<file path="config.mk">
export PLATFORM = sky130hd
export DESIGN_NAME = wordcnt_gen_flat
export DESIGN_NICKNAME = d
export VERILOG_FILES = /design/src/rtl/wordcnt_pkg.sv /design/src/rtl/wordcnt_if.sv /design/src/rtl/wordcnt_term.sv /design/src/rtl/wordcnt_gen.sv /design/src/flat_wrapper.sv
export SDC_FILE = /design/constraint.sdc
export NUM_CORES = 1
export LEC_CHECK = 0
export ABC_CLOCK_PERIOD_IN_PS = 4800
export BUFFER_PORTS_ARGS = -buffer_cell sky130_fd_sc_hd__buf_2
export CELL_PAD_IN_SITES_DETAIL_PLACEMENT = 1
export CELL_PAD_IN_SITES_GLOBAL_PLACEMENT = 1
export CORE_MARGIN = 3
export CORE_UTILIZATION = 30
export CTS_CLUSTER_DIAMETER = 200
export DETAILED_ROUTE_END_ITERATION = 6
export GPL_TIMING_DRIVEN = 0
export PLACE_DENSITY_LB_ADDON = 0.1
export SLEW_MARGIN = 40
export SYNTH_ARGS = -nofsm -noshare
export SYNTH_HDL_FRONTEND = slang
export SYNTH_SLANG_ARGS = --single-unit
</file>
<file path="constraint.sdc">
create_clock -name clk -period 4.8 [get_ports clk]
set_input_delay 0.48 -clock clk [delete_from_list [all_inputs] [get_ports clk]]
set_output_delay 0.48 -clock clk [all_outputs]
set_load 0.005 [all_outputs]
</file>
<file path="src/rtl/wordcnt_pkg.sv">
// wordcnt_pkg: shared types, defaults and terminal-condition helper for the word counter
package wordcnt_pkg;
  typedef enum logic {CNT_WRAP = 1'b0, CNT_SAT = 1'b1} cnt_mode_t;
  localparam int DEF_WIDTH = 8;
  function automatic logic is_term(input logic [31:0] q, input logic [31:0] lim, input logic up);
    return up ? (q >= lim) : (q == 32'd0);
  endfunction
endpackage

</file>
<file path="src/rtl/wordcnt_if.sv">
// wordcnt_if: control/data bundle between a counter stage and its driver
interface wordcnt_if import wordcnt_pkg::*; #(parameter int WIDTH = DEF_WIDTH);
  logic [WIDTH-1:0] data, lim, q;
  logic clr, pl, en, inc, dec, ci_n, ovf_clr, co_n, zero, tc, ovf;
  modport master(output data, lim, clr, pl, en, inc, dec, ci_n, ovf_clr, input q, co_n, zero, tc, ovf);
  modport slave(input data, lim, clr, pl, en, inc, dec, ci_n, ovf_clr, output q, co_n, zero, tc, ovf);
endinterface

</file>
<file path="src/rtl/wordcnt_term.sv">
// wordcnt_term: combinational at-limit and at-zero detection for the counter value
module wordcnt_term import wordcnt_pkg::*; #(parameter int WIDTH = DEF_WIDTH) (
  input  logic [WIDTH-1:0] q,
  input  logic [WIDTH-1:0] lim,
  output logic             at_max,
  output logic             at_zero
);
  assign at_max = is_term(32'(q), 32'(lim), 1'b1);
  assign at_zero = is_term(32'(q), 32'(lim), 1'b0);
endmodule

</file>
<file path="src/rtl/wordcnt_gen.sv">
// wordcnt_gen: cascadable up/down word counter with limit, wrap/saturate mode, tc pulse and sticky ovf
module wordcnt_gen import wordcnt_pkg::*; #(
  parameter int WIDTH = DEF_WIDTH,
  parameter int MODE  = 0
) (
  input logic     clk,
  input logic     resn,
  wordcnt_if.slave bus
);
  localparam logic sat = (MODE == int'(CNT_SAT));
  logic [WIDTH-1:0] q_d, q_q, cnt_v, ld_v;
  logic tc_d, tc_q, ovf_d, ovf_q, at_max, at_zero, step, up, term, sat_set;
  wordcnt_term #(.WIDTH(WIDTH)) u_term (.q(q_q), .lim(bus.lim), .at_max(at_max), .at_zero(at_zero));
  always_comb begin
    step = bus.en & ~bus.ci_n & (bus.inc ^ bus.dec);
    up = bus.inc & ~bus.dec;
    term = step & (up ? at_max : at_zero);
    ld_v = (bus.data > bus.lim) ? bus.lim : bus.data;
    cnt_v = up ? (at_max ? (sat ? bus.lim : '0) : q_q + WIDTH'(1))
               : (at_zero ? (sat ? '0 : bus.lim) : q_q - WIDTH'(1));
    sat_set = sat & term & ~bus.clr & ~bus.pl;
    q_d = bus.clr ? '0 : bus.pl ? ld_v : step ? cnt_v : q_q;
    tc_d = term & ~bus.clr & ~bus.pl;
    ovf_d = bus.clr ? 1'b0 : sat_set ? 1'b1 : bus.ovf_clr ? 1'b0 : ovf_q;
  end
  always_ff @(posedge clk or negedge resn) begin
    if (!resn) begin
      q_q <= '0;
      tc_q <= 1'b0;
      ovf_q <= 1'b0;
    end else begin
      q_q <= q_d;
      tc_q <= tc_d;
      ovf_q <= ovf_d;
    end
  end
  assign bus.q = q_q;
  assign bus.co_n = ~term;
  assign bus.zero = at_zero;
  assign bus.tc = tc_q;
  assign bus.ovf = ovf_q;
endmodule

</file>
<file path="src/flat_wrapper.sv">
// flat-port wrapper written by rule: the top's interface ports become plain ports
module wordcnt_gen_flat import wordcnt_pkg::*;
#(
  parameter int WIDTH = DEF_WIDTH,
  parameter int MODE  = 0
)
  (clk, resn, bus_data, bus_lim, bus_clr, bus_pl, bus_en, bus_inc, bus_dec, bus_ci_n, bus_ovf_clr, bus_q, bus_co_n, bus_zero, bus_tc, bus_ovf);
  wordcnt_if #(.WIDTH(WIDTH)) bus_i ();
  input logic clk;
  input logic resn;
  input wire logic [$bits(bus_i.data)-1:0] bus_data;
  input wire logic [$bits(bus_i.lim)-1:0] bus_lim;
  input wire logic [$bits(bus_i.clr)-1:0] bus_clr;
  input wire logic [$bits(bus_i.pl)-1:0] bus_pl;
  input wire logic [$bits(bus_i.en)-1:0] bus_en;
  input wire logic [$bits(bus_i.inc)-1:0] bus_inc;
  input wire logic [$bits(bus_i.dec)-1:0] bus_dec;
  input wire logic [$bits(bus_i.ci_n)-1:0] bus_ci_n;
  input wire logic [$bits(bus_i.ovf_clr)-1:0] bus_ovf_clr;
  output wire logic [$bits(bus_i.q)-1:0] bus_q;
  output wire logic [$bits(bus_i.co_n)-1:0] bus_co_n;
  output wire logic [$bits(bus_i.zero)-1:0] bus_zero;
  output wire logic [$bits(bus_i.tc)-1:0] bus_tc;
  output wire logic [$bits(bus_i.ovf)-1:0] bus_ovf;
  assign bus_i.data = bus_data;
  assign bus_i.lim = bus_lim;
  assign bus_i.clr = bus_clr;
  assign bus_i.pl = bus_pl;
  assign bus_i.en = bus_en;
  assign bus_i.inc = bus_inc;
  assign bus_i.dec = bus_dec;
  assign bus_i.ci_n = bus_ci_n;
  assign bus_i.ovf_clr = bus_ovf_clr;
  assign bus_q = bus_i.q;
  assign bus_co_n = bus_i.co_n;
  assign bus_zero = bus_i.zero;
  assign bus_tc = bus_i.tc;
  assign bus_ovf = bus_i.ovf;
  wordcnt_gen #(.WIDTH(WIDTH), .MODE(MODE)) u_core (.clk(clk), .resn(resn), .bus(bus_i));
endmodule
</file>
# Word-level counts from Yosys, hierarchy flattened
# Index checks and enable logic that the tools add are counted.
# op_classes
add_sub_neg	2
n_lt_le_gt_ge	2
mux	10
bitwise	12
n_reduce_logical	3
# op_table
op	n
8-bit 2-to-1 mux	7
8-bit by 1-bit adder with 8-bit output, second input constant	1
8-bit >= comparator	1
8-bit greater-than comparator	1
8-bit zero test	1
8-bit by 1-bit subtractor with 8-bit output, second input constant	1
1-bit AND	6
1-bit NOT	5
1-bit 2-to-1 mux	3
3-bit nonzero test	1
2-bit nonzero test	1
1-bit XOR	1
# totals
reg_bits	10
output_inout_bits	12
elab_cells	32

# Logic depth before layout (Yosys ltp)
# Gate-level depths: netlist of the first run.
# depth
ltp_word	6
ltp_mapped	11
mapped_depth_nobuf	9

# By module
# Synthesis of the first run repeated with hierarchy kept, for this count alone.
# unflattened
cells_unflattened	197
hier_area_um2	1478.9
# by_module_without_submodules
mod	instances	cells_per_inst	area_per_inst_um2
wordcnt_gen	1	169	1270.0
wordcnt_term	1	28	209.0

# Least setup slack after synthesis of the first run
# Ideal clock, no wire load.
# synth_timing
path_kind	register to output
startpoint	register u_core.q_q[0], in the netlist u_core.bus.q[0]
endpoint	output port bus_co_n
arrival_time_ps	1960
required_time_ps	4320
path_slack_ps	2360
path_stages_with_launch	9
path_buffers	1
path_cell_list	dfrtp_1 > clkbuf_1 > inv_1 > ha_1 > nand2b_1 > a211o_1 > a21oi_1 > o21ai_0 > o211ai_1
# synth_via
elab_chain_len	4
word_cells_on_any_way	5
classes_between	order compare (1); mux (1); bitwise (2); reduce/logical (1)
# synth_lines
element	line_no	rtl
start: declaration	wordcnt_gen.sv:11	logic [WIDTH-1:0] q_d, q_q, cnt_v, ld_v;
start signal: assignment	wordcnt_gen.sv:32	q_q <= q_d;
8-bit >= comparator or 8-bit zero test (tied branches)	--	
1-bit 2-to-1 mux *	wordcnt_gen.sv:17	term = step & (up ? at_max : at_zero);
1-bit AND *	wordcnt_gen.sv:17	
1-bit NOT *	wordcnt_gen.sv:38	assign bus.co_n = ~term;
end: declaration	flat_wrapper.sv:21	output wire logic [$bits(bus_i.co_n)-1:0] bus_co_n;
# Every way passes the cells marked *; elsewhere a longest branch is shown, timed or not.

# Final worst setup path of the first run
# Ends and elaborated chain as after synthesis.

==> impl_metrics.py, run 1 <==
metrics = {
    "critical_path": {
        "cpLargestDelayFamily": "compound AO/OA/AOI/OAI gates",
        "critical_path_class": "reg -> out",
        "crit_path_cell_trace": "clkbuf_1, inv_1, ha_1, nand2b_1, a211o_1, a21oi_1, o21ai_0, o211ai_1, buf_2",
        "max_stage_delay_ns": 0.36,
        "crit_arrival_ns": 2.77,
        "setup.worst_path.end_class": "output port",
        "cp.required_ns": 4.32,
        "start_kind": "flip-flop",
        "crit_path_max_fanout": 8,
        "cp_slowest_cell": "dfrtp_1",
        "crit_buf_inv": 3,
    },
    "clock_network": {
        "cts.reportedPaths.clkPinSlew_ns": 0.05,
        "ctsResizeCount": 0,
        "clockRootBuffer": "clkbuf_8",
        "htree_num_levels": 1,
        "clock_latency_ns": 0.24,
        "post_cts_buffers": 0,
        "cts_buffer_depth": 2,
        "clkSinkCount": 9,
        "tritoncts": "yes",
        "cts_buffers": 3,
        "cts-hold-fix-buffers": 0,
    },
    "timing": {
        "hold_violations": 0,
        "layout_setup_ws_ns": 1.55,
        "grt_setup_unrepaired": "no",
        "slew_viol_final": 0,
        "worst-slew-pin-transition_ns": 0.621,
        "period_minus_slack_ns": 3.25,
        "max_freq_ghz": 0.307,
        "final.setup.tns_ns": 0,
        "timing.clock.skew_ns": 0.000995,
        "timing.final.crit_share": 0.678,
        "setup_viol": 0,
        "slew_headroom": 0.575,
    },
    "synthesis": {
        "syn-num-nets": 231,
        "synthArstFlopShare": 1.00,
        "synthCells": 186,
        "avgSynthCellArea_sq_um": 7.65,
        "yosys_warnings": 0,
        "ys.flop_type": "dfrtp_1",
        "synth_edf_count": 0,
        "synth_seq_cells": 9,
        "synth_area_sq_um": 1420,
        "synth_cell_types": 41,
        "synth_seq_area_share": 0.158,
    },
    "placement": {
        "post-place-ws_ns": 1.80,
        "globalplace.congestion": 0.826,
        "port_buffers": 33,
        "post-dp-hpwl_um": 4110,
    },
    "cells_and_area": {
        "final_cell_mix": "buf_2, ha_1, a21oi_1",
        "finalNetCount": 269,
        "final_common_cell": "buf_2",
        "syn2layout_area_growth_pct": 19.3,
        "antenna_cells": 0,
        "drive_above_1_share": 0.193,
    },
    "power_and_ir_drop": {
        "leakage_nw": 0.773,
        "ir_worst_vdd_mv": 0.0933,
        "powerDensity_nw_per_um2": 238,
    },
    "global_routing": {
        "overflow": 0,
        "grt.total_usage": 0.190,
        "antenna_found_initial": 0,
        "grt_pass1_vias": 1623,
        "grt_pass1_wl_um": 8120,
        "grt_max_degree": 11,
    },
    "detailed_routing": {
        "drc": 0,
        "wirelength_um": 5140,
        "drt_iter0_drc": 141,
        "num_vias": 1605,
        "viasPerCell": 5.84,
        "drtAntennaViolNets": 0,
        "routedWlPerCell_um": 18.7,
        "dr.pass1.iters": 4,
    },
    "hold_path": {
        "hold_path.class": "in -> async",
    },
    "floorplan": {
        "die_w_um": 74.9,
        "io_pins": 37,
        "die_h_um": 74.9,
        "die-area_sq_um": 5600,
        "start_util": 0.318,
        "placementRows": 24,
        "core_sq_um": 4470,
    },
    "run_status": {
        "status": "complete, no violations",
    },
    "job": {
        "cap_violations": 0,
    },
}
==> worst register-to-register path, stage by stage (launching register included) <==
cell	delay (ns)
dfrtp_1	0.36
clkbuf_1	0.36
inv_1	0.22
ha_1	0.33
nand2b_1	0.14
a211o_1	0.29
a21oi_1	0.27
o21a_1	0.33
a2111oi_0	0.20
a2111oi_1	0.41
==> per-stage QoR <==
step	hold WS (ns)	power [W]	cells	instance area (sq um)	util
finish	0.102	0.000405	275	1700	0.379
global route	0.113	0.000436	275	1700	0.379
CTS	0.110	0.000407	275	1700	0.379
detailed placement	0.365	0.000310	271	1650	0.369
global placement	0.357	0.000302	271	1650	0.369
floorplan	0.184	0.000242	186	1420	-
==> worst paths after layout <==
path | slack (ns) | from | to | cells after the start
max | 1.55 | u_core.bus.q[0] | bus_co_n | 9
min in group clk | 0.62 | bus_data[1] | u_core.bus.q[1] | 3
max in group asynchronous | 4.50 | resn | u_core.bus.q[7] | 1
min reg2reg | 0.71 | u_core.bus.q[2] | u_core.bus.q[2] | 2
max reg2reg | 1.78 | u_core.bus.q[0] | u_core.bus.q[5] | 9
min | 0.10 | resn | u_core.bus.q[4] | 1
==> state kept, by name (all words and copies together) (netlist names) <==
name           count
u_core.bus.tc      1
u_core.bus.q       8
==> synthesized netlist by cell type (2+ instances only) <==
| master | count | area share |
|---|---|---|
| a2111oi_0 | 2 | 0.012 |
| a211o_1 | 3 | 0.018 |
| a211oi_1 | 12 | 0.063 |
| a21oi_1 | 19 | 0.067 |
| buf_6 | 2 | 0.016 |
| clkbuf_1 | 8 | 0.021 |
| dfrtp_1 | 9 | 0.16 |
| ha_1 | 20 | 0.18 |
| inv_1 | 18 | 0.047 |
| mux2i_1 | 2 | 0.014 |
| nand2_1 | 3 | 0.0079 |
| nand2b_1 | 3 | 0.013 |
| nand3_1 | 5 | 0.018 |
| nand4_1 | 5 | 0.022 |
| nor2_1 | 12 | 0.032 |
| nor2b_1 | 2 | 0.0088 |
| nor3_1 | 9 | 0.032 |
| nor3b_1 | 3 | 0.016 |
| nor4_1 | 2 | 0.0088 |
| o211ai_1 | 4 | 0.021 |
| o21a_1 | 2 | 0.011 |
| o21ai_0 | 13 | 0.046 |
| o31ai_1 | 2 | 0.011 |
| o41ai_1 | 2 | 0.012 |
| or3_1 | 3 | 0.013 |
| xnor2_1 | 4 | 0.025 |
| xor2_1 | 3 | 0.018 |
==> cell families after synthesis <==
logic type / count (synthesis) / share of synthesized area
AO/OA/AOI/OAI: 69 / 0.332
adder cells (fa/ha/maj): 20 / 0.176
AND/OR/NAND/NOR: 48 / 0.179
other: 1 / 0.00264
flip-flops: 9 / 0.158
XOR/XNOR: 7 / 0.0431
buffers and inverters: 30 / 0.0959
multiplexers: 2 / 0.0141
==> routing by layer <==
metal / track usage / vias up / share of wire
li1: - / 776 / -
met1: 0.253 / 759 / 0.46
met2: 0.318 / 60 / 0.47
met3: 0.0200 / 10 / 0.047
met4: 0.0632 / 0 / 0.018
met5: 0 / - / 0
==> area by class of cell <==
type                       instances  area [sq um]
clock buffer                       4          45.0
inverter                          19          76.3
multi-input combinational        147          1060
timing repair buffer              33           165
sequential                         9           225
buffer                            11          60.1
tap                               52          65.1
fill                             579          2780
==> power breakdown <==
group          internal [W]  switching (W)
Combinational     0.0000910       0.000121
Sequential        0.0000834      0.0000145
Clock             0.0000585      0.0000367
(Power assumes the default switching activity.)
==> run 2: changes to the inputs <==
- ABC_AREA: default -> 1
- ABC_CLOCK_PERIOD_IN_PS: 4800 -> 3350
- clock period: 4.8 -> 3.35 ns (I/O delays scaled with it)
==> impl_metrics.py, run 2 <==
metrics = {
    "synthesis": {
        "yosys-top-cells-count": "nand2_1, nand3_1, inv_1, nor2_1, ha_1",
        "synthArstFlopShare": 1.00,
        "avgSynthCellArea_sq_um": 6.01,
        "synth_top_cell_area_share": 0.192,
        "synth_area_sq_um": 1510,
        "synth_edf_count": 0,
        "synthCells": 251,
        "post-synth-top-count-cell": "nand2_1",
        "synth_seq_cells": 9,
        "synth_largest_area_cell": "nand2_1",
        "synth_seq_area_share": 0.149,
        "netlist_top_cells_area": "nand2_1, ha_1, dfrtp_1",
        "yosys_warnings": 0,
        "syn-num-nets": 296,
        "synth_cell_types": 27,
        "ys.flop_type": "dfrtp_1",
    },
    "detailed_routing": {
        "viasPerCell": 4.68,
        "num_vias": 1672,
        "routedWlPerCell_um": 13.5,
        "drc": 0,
        "wirelength_um": 4810,
        "dr.pass1.iters": 4,
        "drtAntennaViolNets": 0,
        "drt_iter0_drc": 84,
    },
    "global_routing": {
        "grt_pass1_vias": 1698,
        "antenna_found_initial": 0,
        "grt_max_degree": 11,
        "grt_pass1_wl_um": 8220,
        "grt.total_usage": 0.170,
        "overflow": 0,
    },
    "critical_path": {
        "crit_arrival_ns": 2.12,
        "setup.worst_path.end_class": "output port",
        "crit_path_max_fanout": 8,
        "critical_path_class": "reg -> out",
        "cp.required_ns": 3.01,
        "start_kind": "flip-flop",
    },
    "timing": {
        "timing.final.crit_share": 0.732,
        "final.setup.tns_ns": 0,
        "hold_violations": 0,
        "grt_setup_unrepaired": "no",
        "slew_viol_final": 0,
        "worst-slew-pin-transition_ns": 0.625,
        "slew_headroom": 0.582,
        "max_freq_ghz": 0.408,
        "period_minus_slack_ns": 2.45,
        "setup_viol": 0,
        "timing.clock.skew_ns": 0.00382,
        "layout_setup_ws_ns": 0.898,
    },
    "floorplan": {
        "start_util": 0.315,
        "die_h_um": 76.9,
        "die-area_sq_um": 5910,
        "die_w_um": 76.9,
        "io_pins": 37,
        "core_sq_um": 4790,
        "placementRows": 25,
    },
    "placement": {
        "port_buffers": 34,
        "globalplace.congestion": 0.780,
        "post-dp-hpwl_um": 4000,
        "post-place-ws_ns": 1.10,
    },
    "clock_network": {
        "clock_latency_ns": 0.23,
        "clockRootBuffer": "clkbuf_8",
        "htree_num_levels": 1,
        "cts_buffer_depth": 2,
        "tritoncts": "yes",
        "cts_buffers": 3,
        "clkSinkCount": 9,
        "post_cts_buffers": 0,
        "cts.reportedPaths.clkPinSlew_ns": 0.05,
    },
    "hold_path": {
        "hold_path.class": "in -> reg",
    },
    "cells_and_area": {
        "largest_register_ffs": 8,
        "multiInputGateArea_sq_um": 1120,
        "antenna_cells": 0,
        "final_cell_mix": "nand2_1, nand3_1, buf_2",
        "final_common_cell": "nand2_1",
        "finalNetCount": 336,
        "drive_above_1_share": 0.190,
        "num-fill-cells": 662,
        "regArea_sq_um": 225,
        "syn2layout_area_growth_pct": 20.5,
    },
    "job": {
        "cap_violations": 0,
    },
    "power_and_ir_drop": {
        "ir_worst_vdd_mv": 0.103,
        "total_power_w": 0.000633,
        "leakage_nw": 1.04,
        "powerDensity_nw_per_um2": 348,
    },
    "run_status": {
        "status": "complete, no violations",
    },
}
run 2: repair_timing:
item / CTS / global route
gates resized for setup: 0 / 0
hold buffers: 1 / 0
hold endpoints to repair: 9 / 0
run 2: report_power, final:
part	switching [W]	total (W)	leakage [nW]	internal [W]
clock network	0.0000464	0.000130	0.0228	0.0000833
logic	0.000213	0.000349	0.895	0.000137
registers	0.0000312	0.000154	0.117	0.000123
run 2: routing by layer:
metal,GRT usage,share of wire
met5,0,0
met4,0.0525,0.012
met3,0.00587,0.025
met2,0.280,0.46
met1,0.240,0.50
run 2: final cells by class:
type | instances | area share
Buffer | 5 | 0.0207
Clock buffer | 4 | 0.0248
Inverter | 34 | 0.0702
Multi-Input combinational cell | 203 | 0.615
Sequential cell | 9 | 0.124
Tap cell | 67 | 0.0461
Timing Repair Buffer | 35 | 0.0992
run 2: kinds of logic after synthesis:
logic type	share of synthesized area
fa+ha+maj	0.166
buf+inv	0.110
compound gates	0.0664
xor+xnor	0.0232
simple gates	0.483
flops	0.149
other cells	0.00249
run 2: per-stage QoR:
step,utilization,hold slack [ns],area [sq um],cells
floorplan,-,0.0394,1510,251
global placement,0.368,0.212,1760,352
detailed placement,0.368,0.209,1760,352
CTS,0.380,0.311,1820,357
global route,0.380,0.319,1820,357
finish,0.380,0.314,1820,357
run 2: worst paths after layout:
path                                 start               to  slack [ns]  cells past startpoint
max in group asynchronous             resn  u_core.bus.q[3]        2.66                      2
max                        u_core.bus.q[0]         bus_co_n        0.90                     11
min                                bus_clr    u_core.bus.tc        0.31                      2
max reg2reg                u_core.bus.q[0]    u_core.bus.tc        1.29                     11
min reg2reg                u_core.bus.q[0]  u_core.bus.q[0]        0.57                      2
min in group asynchronous             resn  u_core.bus.q[7]        0.49                      2
run 2: worst max-delay path, stage by stage (launching register included):
cell and delay (ns):
dfrtp_1 0.41, inv_1 0.23, ha_1 0.28, nand2_1 0.07, nor2_1 0.04, nor2_1 0.08, nand2_1 0.08, nand2_1 0.22
and2_1 0.20, nand2_1 0.06, nand3_1 0.10, buf_2 0.12
